===== config.mk =====
export PLATFORM = sky130hd
export DESIGN_NAME = sprite_layer
export DESIGN_NICKNAME = d
export VERILOG_FILES = /design/src/rtl/sprite_layer.sv
export SDC_FILE = /design/constraint.sdc
export NUM_CORES = 1
export LEC_CHECK = 0
export CORE_MARGIN = 5
export CORE_UTILIZATION = 37
export DETAILED_ROUTE_END_ITERATION = 10
export HOLD_SLACK_MARGIN = 0.06
export PLACE_DENSITY = 0.56
export SLEW_MARGIN = 20
export SYNTH_ARGS = -nofsm -noshare
export SYNTH_HDL_FRONTEND = slang
export SYNTH_SLANG_ARGS = --single-unit

===== constraint.sdc =====
create_clock -name i_clk -period 4.9 [get_ports i_clk]
set_clock_uncertainty 0.05 [all_clocks]
set_input_delay 0.98 -clock i_clk [delete_from_list [all_inputs] [get_ports i_clk]]
set_output_delay 0.98 -clock i_clk [all_outputs]
set_load 0.02 [all_outputs]

===== src/rtl/sprite_layer.sv =====
// Tile sprite layer: per-frame descriptor load from game-state RAM,
// per-pixel priority select and tile ROM fetch with optional mirroring.
module sprite_layer #(
    parameter int          NUM_OBJ     = 4,
    parameter int          TILE_SHIFT  = 2,
    parameter int          TILE_IDX_W  = 6,
    parameter int          COORD_W     = 9,
    parameter int          RAM_AW      = 5,
    parameter int          RAM_BASE    = 0,
    parameter logic [23:0] TRANSPARENT = 24'hFF00FF,
    localparam int         ROM_AW      = TILE_IDX_W + 2 * TILE_SHIFT,
    localparam int         OBJ_W       = (NUM_OBJ > 1) ? $clog2(NUM_OBJ) : 1
) (
    input  logic                  i_clk,
    input  logic                  i_rst_n,
    input  logic                  i_lcd_clk,
    input  logic                  i_lcd_data_enable,
    input  logic [COORD_W-1:0]    i_x,
    input  logic [COORD_W-1:0]    i_y,
    input  logic [23:0]           i_rom_data,
    input  logic [7:0]            i_ram_data,
    output logic [ROM_AW-1:0]     o_rom_address,
    output logic [RAM_AW-1:0]     o_ram_address,
    output logic [23:0]           o_color,
    output logic                  o_layer_active,
    output logic [OBJ_W-1:0]      o_obj_index,
    output logic                  o_table_busy
);

    localparam int               TS    = 1 << TILE_SHIFT;
    localparam int               CNT_W = $clog2(NUM_OBJ * 4);
    localparam logic [COORD_W:0] TSE   = (COORD_W + 1)'(TS);

    typedef enum logic [2:0] {
        L_IDLE, L_ADDR, L_WAIT, L_READ, L_COMMIT
    } load_t;

    typedef enum logic [2:0] {
        P_IDLE, P_HIT, P_ADDR, P_WAIT, P_DATA
    } pix_t;

    load_t lst;
    pix_t  pst;

    logic [CNT_W-1:0] cnt;
    logic [OBJ_W-1:0] slot;
    logic             de_d;
    logic             lcd_d;
    logic             trig;
    logic             lcd_edge;

    logic [7:0]            sh_x    [NUM_OBJ];
    logic [7:0]            sh_y    [NUM_OBJ];
    logic [TILE_IDX_W-1:0] sh_tile [NUM_OBJ];
    logic [1:0]            sh_mir  [NUM_OBJ];
    logic                  sh_en   [NUM_OBJ];

    logic [7:0]            act_x    [NUM_OBJ];
    logic [7:0]            act_y    [NUM_OBJ];
    logic [TILE_IDX_W-1:0] act_tile [NUM_OBJ];
    logic [1:0]            act_mir  [NUM_OBJ];
    logic                  act_en   [NUM_OBJ];

    logic [COORD_W-1:0] cx, cy;
    logic [COORD_W:0]   cxe, cye;
    logic [NUM_OBJ-1:0] hit;
    logic [OBJ_W-1:0]   win, win_q;
    logic               hit_q;
    logic [TILE_SHIFT-1:0] c, r, cp, rp;
    logic [ROM_AW-1:0]  rom_next;

    assign trig     = i_lcd_data_enable && !de_d && (i_y == '0);
    assign lcd_edge = i_lcd_clk && !lcd_d;
    assign slot     = OBJ_W'(cnt >> 2);

    always_ff @(posedge i_clk or negedge i_rst_n) begin
        if (!i_rst_n) begin
            lst           <= L_IDLE;
            cnt           <= '0;
            de_d          <= 1'b0;
            o_ram_address <= '0;
            o_table_busy  <= 1'b0;
            for (int i = 0; i < NUM_OBJ; i++) begin
                sh_x[i]     <= '0;
                sh_y[i]     <= '0;
                sh_tile[i]  <= '0;
                sh_mir[i]   <= '0;
                sh_en[i]    <= 1'b0;
                act_x[i]    <= '0;
                act_y[i]    <= '0;
                act_tile[i] <= '0;
                act_mir[i]  <= '0;
                act_en[i]   <= 1'b0;
            end
        end else begin
            de_d <= i_lcd_data_enable;
            unique case (lst)
                L_IDLE: begin
                    if (trig) begin
                        lst           <= L_ADDR;
                        cnt           <= '0;
                        o_ram_address <= RAM_AW'(RAM_BASE);
                        o_table_busy  <= 1'b1;
                    end
                end
                L_ADDR: lst <= L_WAIT;
                L_WAIT: lst <= L_READ;
                L_READ: begin
                    unique case (cnt[1:0])
                        2'd0: sh_x[slot] <= i_ram_data;
                        2'd1: sh_y[slot] <= i_ram_data;
                        2'd2: begin
                            sh_mir[slot]  <= i_ram_data[7:6];
                            sh_tile[slot] <= TILE_IDX_W'(i_ram_data[5:0]);
                        end
                        2'd3: sh_en[slot] <= i_ram_data[7];
                    endcase
                    if (cnt == CNT_W'(NUM_OBJ * 4 - 1)) begin
                        lst <= L_COMMIT;
                    end else begin
                        cnt           <= cnt + 1'b1;
                        o_ram_address <= RAM_AW'(RAM_BASE + int'(cnt) + 1);
                        lst           <= L_ADDR;
                    end
                end
                L_COMMIT: begin
                    for (int i = 0; i < NUM_OBJ; i++) begin
                        act_x[i]    <= sh_x[i];
                        act_y[i]    <= sh_y[i];
                        act_tile[i] <= sh_tile[i];
                        act_mir[i]  <= sh_mir[i];
                        act_en[i]   <= sh_en[i];
                    end
                    o_table_busy <= 1'b0;
                    lst          <= L_IDLE;
                end
                default: lst <= L_IDLE;
            endcase
        end
    end

    // Extra MSB keeps x+TS from wrapping, so edge sprites are clipped
    assign cxe = {1'b0, cx};
    assign cye = {1'b0, cy};

    for (genvar g = 0; g < NUM_OBJ; g++) begin : g_hit
        logic [COORD_W:0] xl, yl;
        assign xl     = (COORD_W + 1)'(act_x[g]);
        assign yl     = (COORD_W + 1)'(act_y[g]);
        assign hit[g] = act_en[g] && (cxe >= xl) && (cxe < xl + TSE)
                     && (cye >= yl) && (cye < yl + TSE);
    end

    always_comb begin
        win = '0;
        for (int i = NUM_OBJ - 1; i >= 0; i--) begin
            if (hit[i]) win = OBJ_W'(i);
        end
    end

    assign c        = TILE_SHIFT'(cx - COORD_W'(act_x[win]));
    assign r        = TILE_SHIFT'(cy - COORD_W'(act_y[win]));
    assign cp       = act_mir[win][1] ? ~c : c;
    assign rp       = act_mir[win][0] ? ~r : r;
    assign rom_next = {act_tile[win], rp, cp};

    always_ff @(posedge i_clk or negedge i_rst_n) begin
        if (!i_rst_n) begin
            pst            <= P_IDLE;
            lcd_d          <= 1'b0;
            cx             <= '0;
            cy             <= '0;
            hit_q          <= 1'b0;
            win_q          <= '0;
            o_rom_address  <= '0;
            o_color        <= '0;
            o_layer_active <= 1'b0;
            o_obj_index    <= '0;
        end else begin
            lcd_d <= i_lcd_clk;
            if (lcd_edge) begin
                cx  <= i_x;
                cy  <= i_y;
                pst <= P_HIT;
            end else begin
                unique case (pst)
                    P_IDLE: pst <= P_IDLE;
                    P_HIT: begin
                        hit_q <= |hit;
                        win_q <= win;
                        if (|hit) o_rom_address <= rom_next;
                        pst <= P_ADDR;
                    end
                    P_ADDR: pst <= P_WAIT;
                    P_WAIT: pst <= P_DATA;
                    P_DATA: begin
                        if (hit_q && i_rom_data != TRANSPARENT) begin
                            o_color        <= i_rom_data;
                            o_layer_active <= 1'b1;
                            o_obj_index    <= win_q;
                        end else begin
                            o_color        <= '0;
                            o_layer_active <= 1'b0;
                            o_obj_index    <= '0;
                        end
                        pst <= P_IDLE;
                    end
                    default: pst <= P_IDLE;
                endcase
            end
        end
    end

endmodule


* Yosys cells after proc, flatten, opt, wreduce, memory -nomap -nowiden
Index checks and enable logic that the tools add are counted.
** Word-level totals
- Output and inout bits :: 43
- Register bits after elaboration :: 276
- Word-level logic and storage cells :: 191
** Operators by class
- Add/subtract/negate cells :: 12
- Equality and inequality tests :: 15
- Order comparisons :: 19
- Reduce and logical (&&, ||, !) cells :: 38
- Bitwise operators :: 5
- Mux-type cells :: 47
** Operators with widths (number)
- adder 8 x 3 -> 9 bit (second input constant) :: 8
- greater-or-equal comparator 9 x 8 -> 1 bit :: 8
- less-than comparator 9 bit :: 8
- bitwise mux 32 bit :: 2
- binary-select mux 8 bit (select 2 bit) :: 2
- 2-to-1 mux 2 bit :: 14
- bitwise mux 24 bit :: 1
- 2-to-1 mux 24 bit :: 1
- != test 24 bit (second input constant) :: 1
- logical AND 1 bit :: 21
- 2-to-1 mux 6 bit :: 3
- demux 8 bit (select 2 bit) :: 1
- AND reduction 2 bit :: 7
- binary-select mux 6 bit (select 2 bit) :: 1
- demux 6 bit (select 2 bit) :: 1
- equality test 3 x 2 -> 1 bit (second input constant) :: 4
- one-hot mux 3 bit (4 select lines) :: 1
- 2-to-1 mux 5 bit :: 2
- one-hot mux 5 bit (2 select lines) :: 1
- logical NOT 9 bit :: 1
- 2-to-1 mux 3 bit :: 3
- one-hot mux 3 bit (3 select lines) :: 1
- bitwise mux 8 bit :: 1
- 2-to-1 mux 4 bit :: 2
- other kinds (28) :: 41

* Depth between registers and ports, before layout
Gate-level depths: netlist (run 1).
- Depth after elaboration :: 16
- Mapped depth :: 20
- Depth with buffers taken out :: 19

* Worst setup path before layout (run 1)
OpenSTA, ideal clock, no wires.
- Path kind :: register to register
- Start :: reg act_x[10] (netlist name)
- End :: reg o_rom_address[1]
- Path slack :: 548 ps
- Stages on the path, launching flop included :: 20
- Data required time :: 4785 ps
- Buffers on the path :: 1
- Arrival :: 4238 ps
- Clock period less this slack :: 4352 ps
- Cell sequence :: dfrtp_1 ha_1 nand3_1 xnor2_1 ha_1 a211o_1 nor2_1 a211oi_1 or4_4 buf_6 o211ai_2 nand2_1 nand2_1 mux2i_1 mux2i_1 ha_1 xnor2_1 or4_1 a2111oi_1 a211o_1
** Between the ends
- Longest elaborated chain between the ends :: 15
- Elaborated cells between the ends (all ways) :: 22
- Those cells by class :: 2 x add/sub; 2 x order compare; 10 x mux; 2 x bitwise; 6 x reduce/logical
** Ends and longest elaborated chain
- start: declaration :: line 58 : logic [7:0] act_x [NUM_OBJ];
- start signal: indexed assignment :: line 128 : act_x[i] <= sh_x[i];
- adder 8 x 3 -> 9 bit / greater-or-equal comparator 9 x 8 -> 1 bit (equally long branches) :: line 150 : assign hit[g] = act_en[g] && (cxe >= xl) && (cxe < xl + TSE)
- less-than comparator 9 bit / logical AND 1 bit (equally long branches) :: line 150
- logical AND 1 bit * :: line 150
- logical AND 1 bit * (2 in a row) :: line 151 : && (cye >= yl) && (cye < yl + TSE);
- 2-to-1 mux 2 bit (3 in a row) :: line 157 : if (hit[i]) win = OBJ_W'(i);
- inverter 2 -> 3 bit (implied by the code) :: line 161, 163
- binary-select mux 8 bit (select 2 bit) :: line 161 : assign c = TILE_SHIFT'(cx - COORD_W'(act_x[win]));
- 2-to-1 mux 2 bit (implied by the code) (2 in a row) :: line 161
- subtractor 2 bit :: line 161
- inverter 2 bit :: line 163 : assign cp = act_mir[win][1] ? ~c : c;
- 2-to-1 mux 2 bit :: line 163
- end signal: assignment :: line 191 : if (|hit) o_rom_address <= rom_next;
- end: declaration :: line 22 : output logic [ROM_AW-1:0] o_rom_address,
Mark *: on every way between the ends. The rest lies on a longest branch, timed or not. The select of a mux whose other input is x is not followed.
A chain may end at the register's enable or synchronous reset.

* Worst setup path in the final report (run 1)
Same ends and word-level chain as after synthesis.

==> results.txt, run 1 <==
Vias/cell: 5.344
Setup ws final: 0.3958 ns
Hold WC Path Type: register to register
# Max-Cap Violations: 0
Hold Path Cell Cnt: 1
Die Span X: 205.1 um
WL final: 37160 um
Lkg Pwr: 7.416 nW
Initial antenna violation count: 1
Kind of critical path: register to register
Number of synthesis warnings: 0
Drt pass-1 iters: 5
Pre-CTS setup slack: 0.3829 ns
Most common cell after layout, fill and taps aside: dfrtp_1
Gpl congestion: 0.8874
Clock tree buffer depth: 3
Status: completed
Hold Violations, Final: 0
Setup TNS: 0 ns
Min Hold Slack: 0.4226 ns
Worst R2R Setup Slack: 0.40 ns
Hpwl dp: 26090 um
Total die area: 42070 um^2
Tot Pwr: 0.007819 W
Clock latency on the worst-skew pair: 0.58 ns
Final nets: 1527
Share of the synthesized area in the top cell type: 48.33%
Drt initial violations: 536
Final Max Tran Viols: 0
Critical Path Fanout Max: 7
Hold Path End: o_layer_active
Slowest CP cell: or4_4
GRT Util Overall: 17.80%
Critical R2R Capture: o_rom_address[1]
Cell at the root of the clock tree: clkbuf_16
Share of layout cells above drive strength 1: 18.27%
Vias in the first global route: 10130
Top cells by area, synth: dfrtp_1 (48%), mux2_2 (13%), ha_1 (12%)
Synth Cell Area: 14080 um^2
Worst R2R Path Depth: 18
RSZ-0062 raised after global routing: false
Syn nets: 1421
Largest net degree at the start of global routing: 107
Post-DRT Antenna Nets: 0
CTS tree: yes
Slew Limit Headroom: 27.20%
Fillers: 3577
Avg Cell Area, Syn: 11.42 um^2
Worst path max stage delay: 0.64 ns
Cell Pwr Density: 466.5 nW/um^2
Distinct cells, synth: 66
Global-route wire length before repair: 59070 um
Avg WL per Cell: 19.83 um
Startpoint Class: register
Fin util: 44.50%
CP required: 5.36 ns
Peak VDD IR: 310.5 uV
Gr ovfl total: 0
Slew at the pin closest to its max-slew limit: 1.089 ns
Post-synth top area cell: dfrtp_1
H-tree depth: 1
Most common cell on crit path: ha_1
Critical Path, Cell by Cell: ha_1, nand3_1, xnor2_1, ha_1, a211o_1, nor2_1, a211oi_1, or4_4, o211ai_2, nand2_1, nand2_2, mux2i_1, mux2i_1, ha_1, xnor2_1, or4_1, a2111oi_1, a211o_1
Post-CTS Setup Bufs: 0
HP Start: o_layer_active
Vias post-DR: 10020
Post-route clock period utilization: 91.92%
Max Clock Freq: 0.2220 GHz
Final min period: 4.504 ns
Main synth FF type: dfrtp_1
Diode count: 0
Layout area overhead: 19.00%
Post-synth EDFFs: 0
CP top delay family: simple AND/OR/NAND/NOR gates
CP endpoint kind: register
Yosys reg bits: 272
Initial Util: 37.39%
Seq/Total Area, Yosys: 48.33%
Num CTS Buffers: 31
Io pins: 97
Area of the core: 37670 um^2
Die height: 205.1 um
Post-Syn Instances: 1233
Clock transition at path regs: 0.06 ns
Port bufs: 96
RR Startpoint: act_x[10]
Final Setup Violations: 0
# clock sinks: 272
# rows: 71
Crit path DAT: 4.96 ns
Most frequent cells in the layout: dfrtp_1 (272), mux2_2 (160), ha_1 (134)
Worst path bufs/invs: 0
DRC violations left: 0
Ys async rst share: 100.0%
[through the flow]
step	std cells	cell area (um^2)
final	1874	16760
after global routing	1874	16760
after CTS	1874	16750
after detailed placement	1817	15700
after global placement	1817	15700
after floorplan	1233	14080
[registers in the layout, indices dropped and copies added (netlist names), 8 cells and up]
register,count
sh_tile,24
cx,9
act_mir,8
o_color,24
o_rom_address,10
sh_y,32
act_tile,24
act_y,32
sh_mir,8
act_x,32
cy,9
sh_x,32
[how the worst max path moves through the flow]
stage,depth (start not counted),startpoint,to
3_3_place_gp,17,act_x[12],o_rom_address[3]
2_1_floorplan,19,act_x[10],o_rom_address[1]
5_1_grt,19,act_y[12],o_rom_address[1]
4_1_cts,18,act_x[10],o_rom_address[3]
6_report,18,act_x[10],o_rom_address[1]
3_5_place_dp,18,act_x[10],o_rom_address[3]
[kinds of logic after synthesis]
kind of cell	Yosys count	share of synthesized area [%]
AND/OR/NAND/NOR	268	9.293
adder cells (fa/ha/maj)	134	11.90
XOR/XNOR	39	2.425
AO/OA/AOI/OAI	237	11.61
multiplexers	166	13.22
buffers and inverters	117	3.216
flip-flops	272	48.33
[worst register-to-register path: cells and delay by family (launching register included)]
| kind | cells | cell delay [ns] |
|---|---|---|
| flip-flops | 1 | 0.42 |
| multiplexers | 2 | 0.33 |
| adder cells (fa/ha/maj) | 3 | 0.70 |
| AO/OA/AOI/OAI | 5 | 1.12 |
| XOR/XNOR | 2 | 0.33 |
| AND/OR/NAND/NOR | 6 | 1.51 |
[area by class of cell]
class | instances | area [um^2] | share of cell area (%)
inverter | 76 | 285.3 | 1.702
tap | 511 | 639.4 | 3.815
clock inverter | 13 | 140.1 | 0.8361
multi-input combinational | 844 | 6848 | 40.86
sequential | 272 | 6807 | 40.61
timing repair buffer | 114 | 1126 | 6.719
clock buffer | 44 | 914.6 | 5.457
[Yosys cell counts, types with 3 or more instances]
| library cell | number |
|---|---|
| o31a_1 | 3 |
| or3_1 | 4 |
| nand4_1 | 14 |
| a31oi_1 | 3 |
| nand2_1 | 90 |
| o21a_1 | 8 |
| nor2_1 | 45 |
| and3_1 | 5 |
| nor3b_1 | 5 |
| nor2b_1 | 8 |
| o21ai_0 | 75 |
| a21oi_1 | 25 |
| nand3_1 | 41 |
| nor3_1 | 19 |
| buf_1 | 4 |
| a211oi_1 | 10 |
| a22o_1 | 26 |
| o211ai_1 | 8 |
| a21o_1 | 15 |
| o21ai_1 | 3 |
| dfrtp_1 | 272 |
| a2111oi_0 | 9 |
| mux2i_1 | 6 |
| mux2_2 | 160 |
| ha_1 | 134 |
| clkbuf_1 | 33 |
| o31ai_1 | 5 |
| a311oi_1 | 3 |
| and4_1 | 4 |
| o211ai_2 | 3 |
| nor4_1 | 4 |
| o22ai_1 | 12 |
| a211o_1 | 7 |
| xnor2_1 | 38 |
| inv_1 | 76 |
| nand2b_1 | 15 |
[report_power, final]
group / total [W] / switching [W] / internal [W]
clock: 0.00237 / 0.000967 / 0.00140
combinational: 0.00211 / 0.00104 / 0.00107
sequential: 0.00333 / 0.000478 / 0.00286
total: 0.00782 / 0.00249 / 0.00533
[per-layer routing]
layer / vias up / track usage (%) / wire, um
met1: 5112 / 24.91 / 17350
met5: - / 0 / 0
met2: 151 / 29.45 / 17540
li1: 4696 / - / -
met4: 0 / 4.474 / 981
met3: 56 / 2.248 / 1282
[timing repair]
action                     in CTS  in global routing
hold buffers                    0                  0
setup endpoints to repair       0                  2
gates resized for setup         0                  2
hold endpoints to repair        0                  0
Note: power is estimated with default switching activity, not from simulation.
==> run 2: changes to the inputs <==
--- a/config.mk
+++ b/config.mk
@@ -5,11 +5,13 @@
 export SDC_FILE = /design/constraint.sdc
 export NUM_CORES = 1
 export LEC_CHECK = 0
+export ABC_AREA = 1
 export CORE_MARGIN = 5
 export CORE_UTILIZATION = 37
 export DETAILED_ROUTE_END_ITERATION = 10
 export HOLD_SLACK_MARGIN = 0.06
 export PLACE_DENSITY = 0.56
+export RECOVER_POWER = 100
 export SLEW_MARGIN = 20
 export SYNTH_ARGS = -nofsm -noshare
 export SYNTH_HDL_FRONTEND = slang
==> run 2 against run 1 <==
- the run now ends with max-capacitance violations, max-slew violations left
- critical path depth shrank 9
- flip-flop and latch count unchanged
- final cell count up 27%
- sequential power decreased by 18%
- design area is 1.8% higher
- via count is 17% higher
- total power is 13% lower
- synthesized area is 3.2% higher
- clock power rose by 8%
- combinational power fell by 29%
- die area up 3.0%
- critical path type is now input port to register
- largest power group unchanged
==> results.txt, run 2 <==
Status: complete, but fails checks
Failing checks: max-capacitance violations, max-slew violations
NetSw: 0.002086 W (-16%)
Post-synth top cells: nand2_1 (494), dfrtp_1 (272), inv_1 (203), o21ai_0 (198), ha_1 (134)
Share of the synthesized area in the top cell type: 46.85% (-1.5 points)
Global-route wire length before repair: 63040 um (+6.7%)
CTS tree: yes
Slew Limit Headroom: -48.01% (-75 points)
Post-cts gate resize count: 0 (unchanged)
Num CTS Buffers: 34 (+9.7%)
Peak VDD IR: 221.0 uV (-29%)
Post-DRT Antenna Nets: 0 (unchanged)
Vias post-DR: 11710 (+17%)
Post-route clock period utilization: 86.17% (-5.8 points)
Hold WC Path Type: register to register
Synth Cell Area: 14530 um^2 (+3.2%)
Post-synth top area cell: dfrtp_1
Clock latency on the worst-skew pair: 0.51 ns (-0.07 ns)
CP endpoint kind: register
Slew at the pin closest to its max-slew limit: 2.220 ns (+1.131 ns)
Post-CTS Setup Bufs: 0 (unchanged)
Critical Path, Cell by Cell: dlygate4sd3_1, inv_1, nor2_1, clkbuf_1, nor4_4, clkbuf_1, o311ai_0, clkbuf_2, o22ai_1
Most frequent cells in the layout: nand2_1 (495), dfrtp_1 (272), inv_1 (203)
Slowest CP cell: clkbuf_1
RSZ-0062 raised after global routing: false
Layout area overhead: 17.44%
Startpoint Class: input port
Distinct cells, synth: 42 (-36%)
# rows: 72 (+1.4%)
Clock tree buffer depth: 3 (unchanged)
Number of synthesis warnings: 0 (unchanged)
Kind of critical path: input port to register
Clock power frac: 37.7% (+7.4 points)
Sequential share of power: 40.2% (-2.4 points)
GRT Util Overall: 17.85% (+0.050 points)
Gpl congestion: 0.8319 (-6.3%)
Final nets: 2025 (+33%)
Sw Ratio: 30.73% (-1.1 points)
Vias/cell: 4.917 (-8.0%)
Crit path DAT: 4.57 ns (-0.39 ns)
Setup TNS: 0 ns (unchanged)
DRC violations left: 0 (unchanged)
Seq/Total Area, Yosys: 46.85% (-1.5 points)
Critical Path Fanout Max: 28 (+21)
Syn nets: 1942 (+37%)
Most common cell on crit path: clkbuf_1
Final Max Tran Viols: 251 (+251)
Vias in the first global route: 11380 (+12%)
Comb pwr share: 22.1% (-4.9 points)
Worst path max stage delay: 0.96 ns (+0.32 ns)
Initial Util: 37.51% (+0.12 points)
Fin util: 44.05% (-0.45 points)
Die height: 208.2 um (+1.5%)
Die Span X: 208.2 um (+1.5%)
Drt initial violations: 752 (+40%)
Port bufs: 96 (unchanged)
Clock transition at path regs: 0.06 ns (about the same)
Largest net degree at the start of global routing: 118 (+10%)
Post-synth EDFFs: 0 (unchanged)
Share of layout cells above drive strength 1: 4.565% (-14 points)
H-tree depth: 2 (+1)
Most common cell after layout, fill and taps aside: nand2_1
Main synth FF type: dfrtp_1
# clock sinks: 272 (unchanged)
Cell at the root of the clock tree: clkbuf_16
Ys async rst share: 100.0% (unchanged)
Post-CTS Hold Buffers: 0 (unchanged)
Lkg Pwr: 8.577 nW (+16%)
Final Setup Violations: 0 (unchanged)
Io pins: 97 (unchanged)
# Max-Cap Violations: 3 (+3)
WL final: 38410 um (+3.4%)
Top cells by area, synth: dfrtp_1 (47%), nand2_1 (13%), ha_1 (12%)
Gr ovfl total: 0 (unchanged)
CP required: 5.25 ns (-0.11 ns)
Area of the core: 38740 um^2 (+2.8%)
P_int: 0.004702 W (-12%)
Final min period: 4.222 ns (-0.2818 ns)
Total die area: 43330 um^2 (+3.0%)
Avg Cell Area, Syn: 8.283 um^2 (-27%)
Initial antenna violation count: 3 (+2)
Drt pass-1 iters: 5 (unchanged)
Hold Violations, Final: 0 (unchanged)
Most numerous cell in the Yosys netlist: nand2_1
Hpwl dp: 26740 um (+2.5%)
Post-Syn Instances: 1754 (+42%)
Cell Pwr Density: 397.8 nW/um^2 (-15%)
Avg WL per Cell: 16.13 um (-19%)
Yosys reg bits: 272 (unchanged)
Max Clock Freq: 0.2368 GHz (+6.7%)
run 2: changes by cell type after synthesis, moves of 28 or more:
cell / delta
nand3_1: +32
nor2_1: +59
o21ai_0: +123
inv_1: +127
nand2_1: +404
xnor2_1: -28
mux2_2: -160
run 2: stage by stage:
step	cells	total power, W	instance area [um^2]	hold slack (ns)	worst slack (ns)
2_1_floorplan	1754	0.003661	14530	0.3832	1.689
3_3_place_gp	2319	0.004330	15980	0.4051	0.9987
3_5_place_dp	2319	0.004358	15980	0.4051	0.8952
4_1_cts	2380	0.006952	17150	0.4197	0.8681
5_1_grt	2380	0.007191	17060	0.4371	0.2199
6_report	2381	0.006788	17060	0.4168	0.6776
run 2: power groups by stage:
stage	sequential (W)	clock (W)	combinational, W
final	0.00273	0.00256	0.00150
after global routing	0.00277	0.00272	0.00170
after CTS	0.00274	0.00262	0.00159
after detailed placement	0.00278	0	0.00158
after global placement	0.00277	0	0.00156
after floorplan	0.00288	0	0.000778
run 2: logic make-up (layout without fill, tap and decap cells):
| family | Yosys count | in the layout | synth area share [%] |
|---|---|---|---|
| simple gates | 738 | 738 | 21.02 |
| flops | 272 | 272 | 46.85 |
| xor+xnor | 35 | 35 | 2.110 |
| fa+ha+maj | 134 | 134 | 11.54 |
| buf+inv | 269 | 377 | 7.191 |
| other cells | 0 | 1 | 0 |
| compound gates | 306 | 306 | 11.29 |
run 2: metal layers:
metal | part of all wire, % | vias up | global-route usage (%)
li1 | - | 5870 | -
met1 | 48 | 5560 | 25.45
met2 | 45 | 206 | 28.56
met3 | 3.6 | 70 | 2.305
met4 | 3.0 | 2 | 5.436
met5 | 0.034 | - | 0
run 2: cell type report:
| class | count | area, um^2 |
|---|---|---|
| antenna | 1 | 2.502 |
| clock buffer | 50 | 1011 |
| clock inverter | 11 | 151.4 |
| fill | 3910 | 21670 |
| inverter | 210 | 788.3 |
| multi-input combinational | 1213 | 6649 |
| sequential | 272 | 6807 |
| tap | 518 | 648.1 |
| timing repair buffer | 106 | 1006 |
run 2: path summary, 6_finish.rpt:
| path | startpoint | endpoint | slack, ns | cells after the start |
|---|---|---|---|---|
| worst min register to register | act_tile[0] | act_tile[0] | 0.42 | 2 |
| worst max-delay path | i_lcd_clk | o_color[15] | 0.68 | 9 |
| worst max register to register | act_y[26] | o_rom_address[1] | 0.74 | 22 |
| min in group asynchronous | i_rst_n | act_x[23] | 1.07 | 1 |
| max in group asynchronous | i_rst_n | o_color[15] | 1.30 | 2 |
| worst min-delay path | act_tile[0] | act_tile[0] | 0.42 | 2 |
run 2: worst max-delay path: cells and delay by family:
kind                   cells  cell delay, ns
and+or+nand+nor            2            0.34
AOI/OAI and AO/OA          2            0.72
buffers and inverters      5            2.50
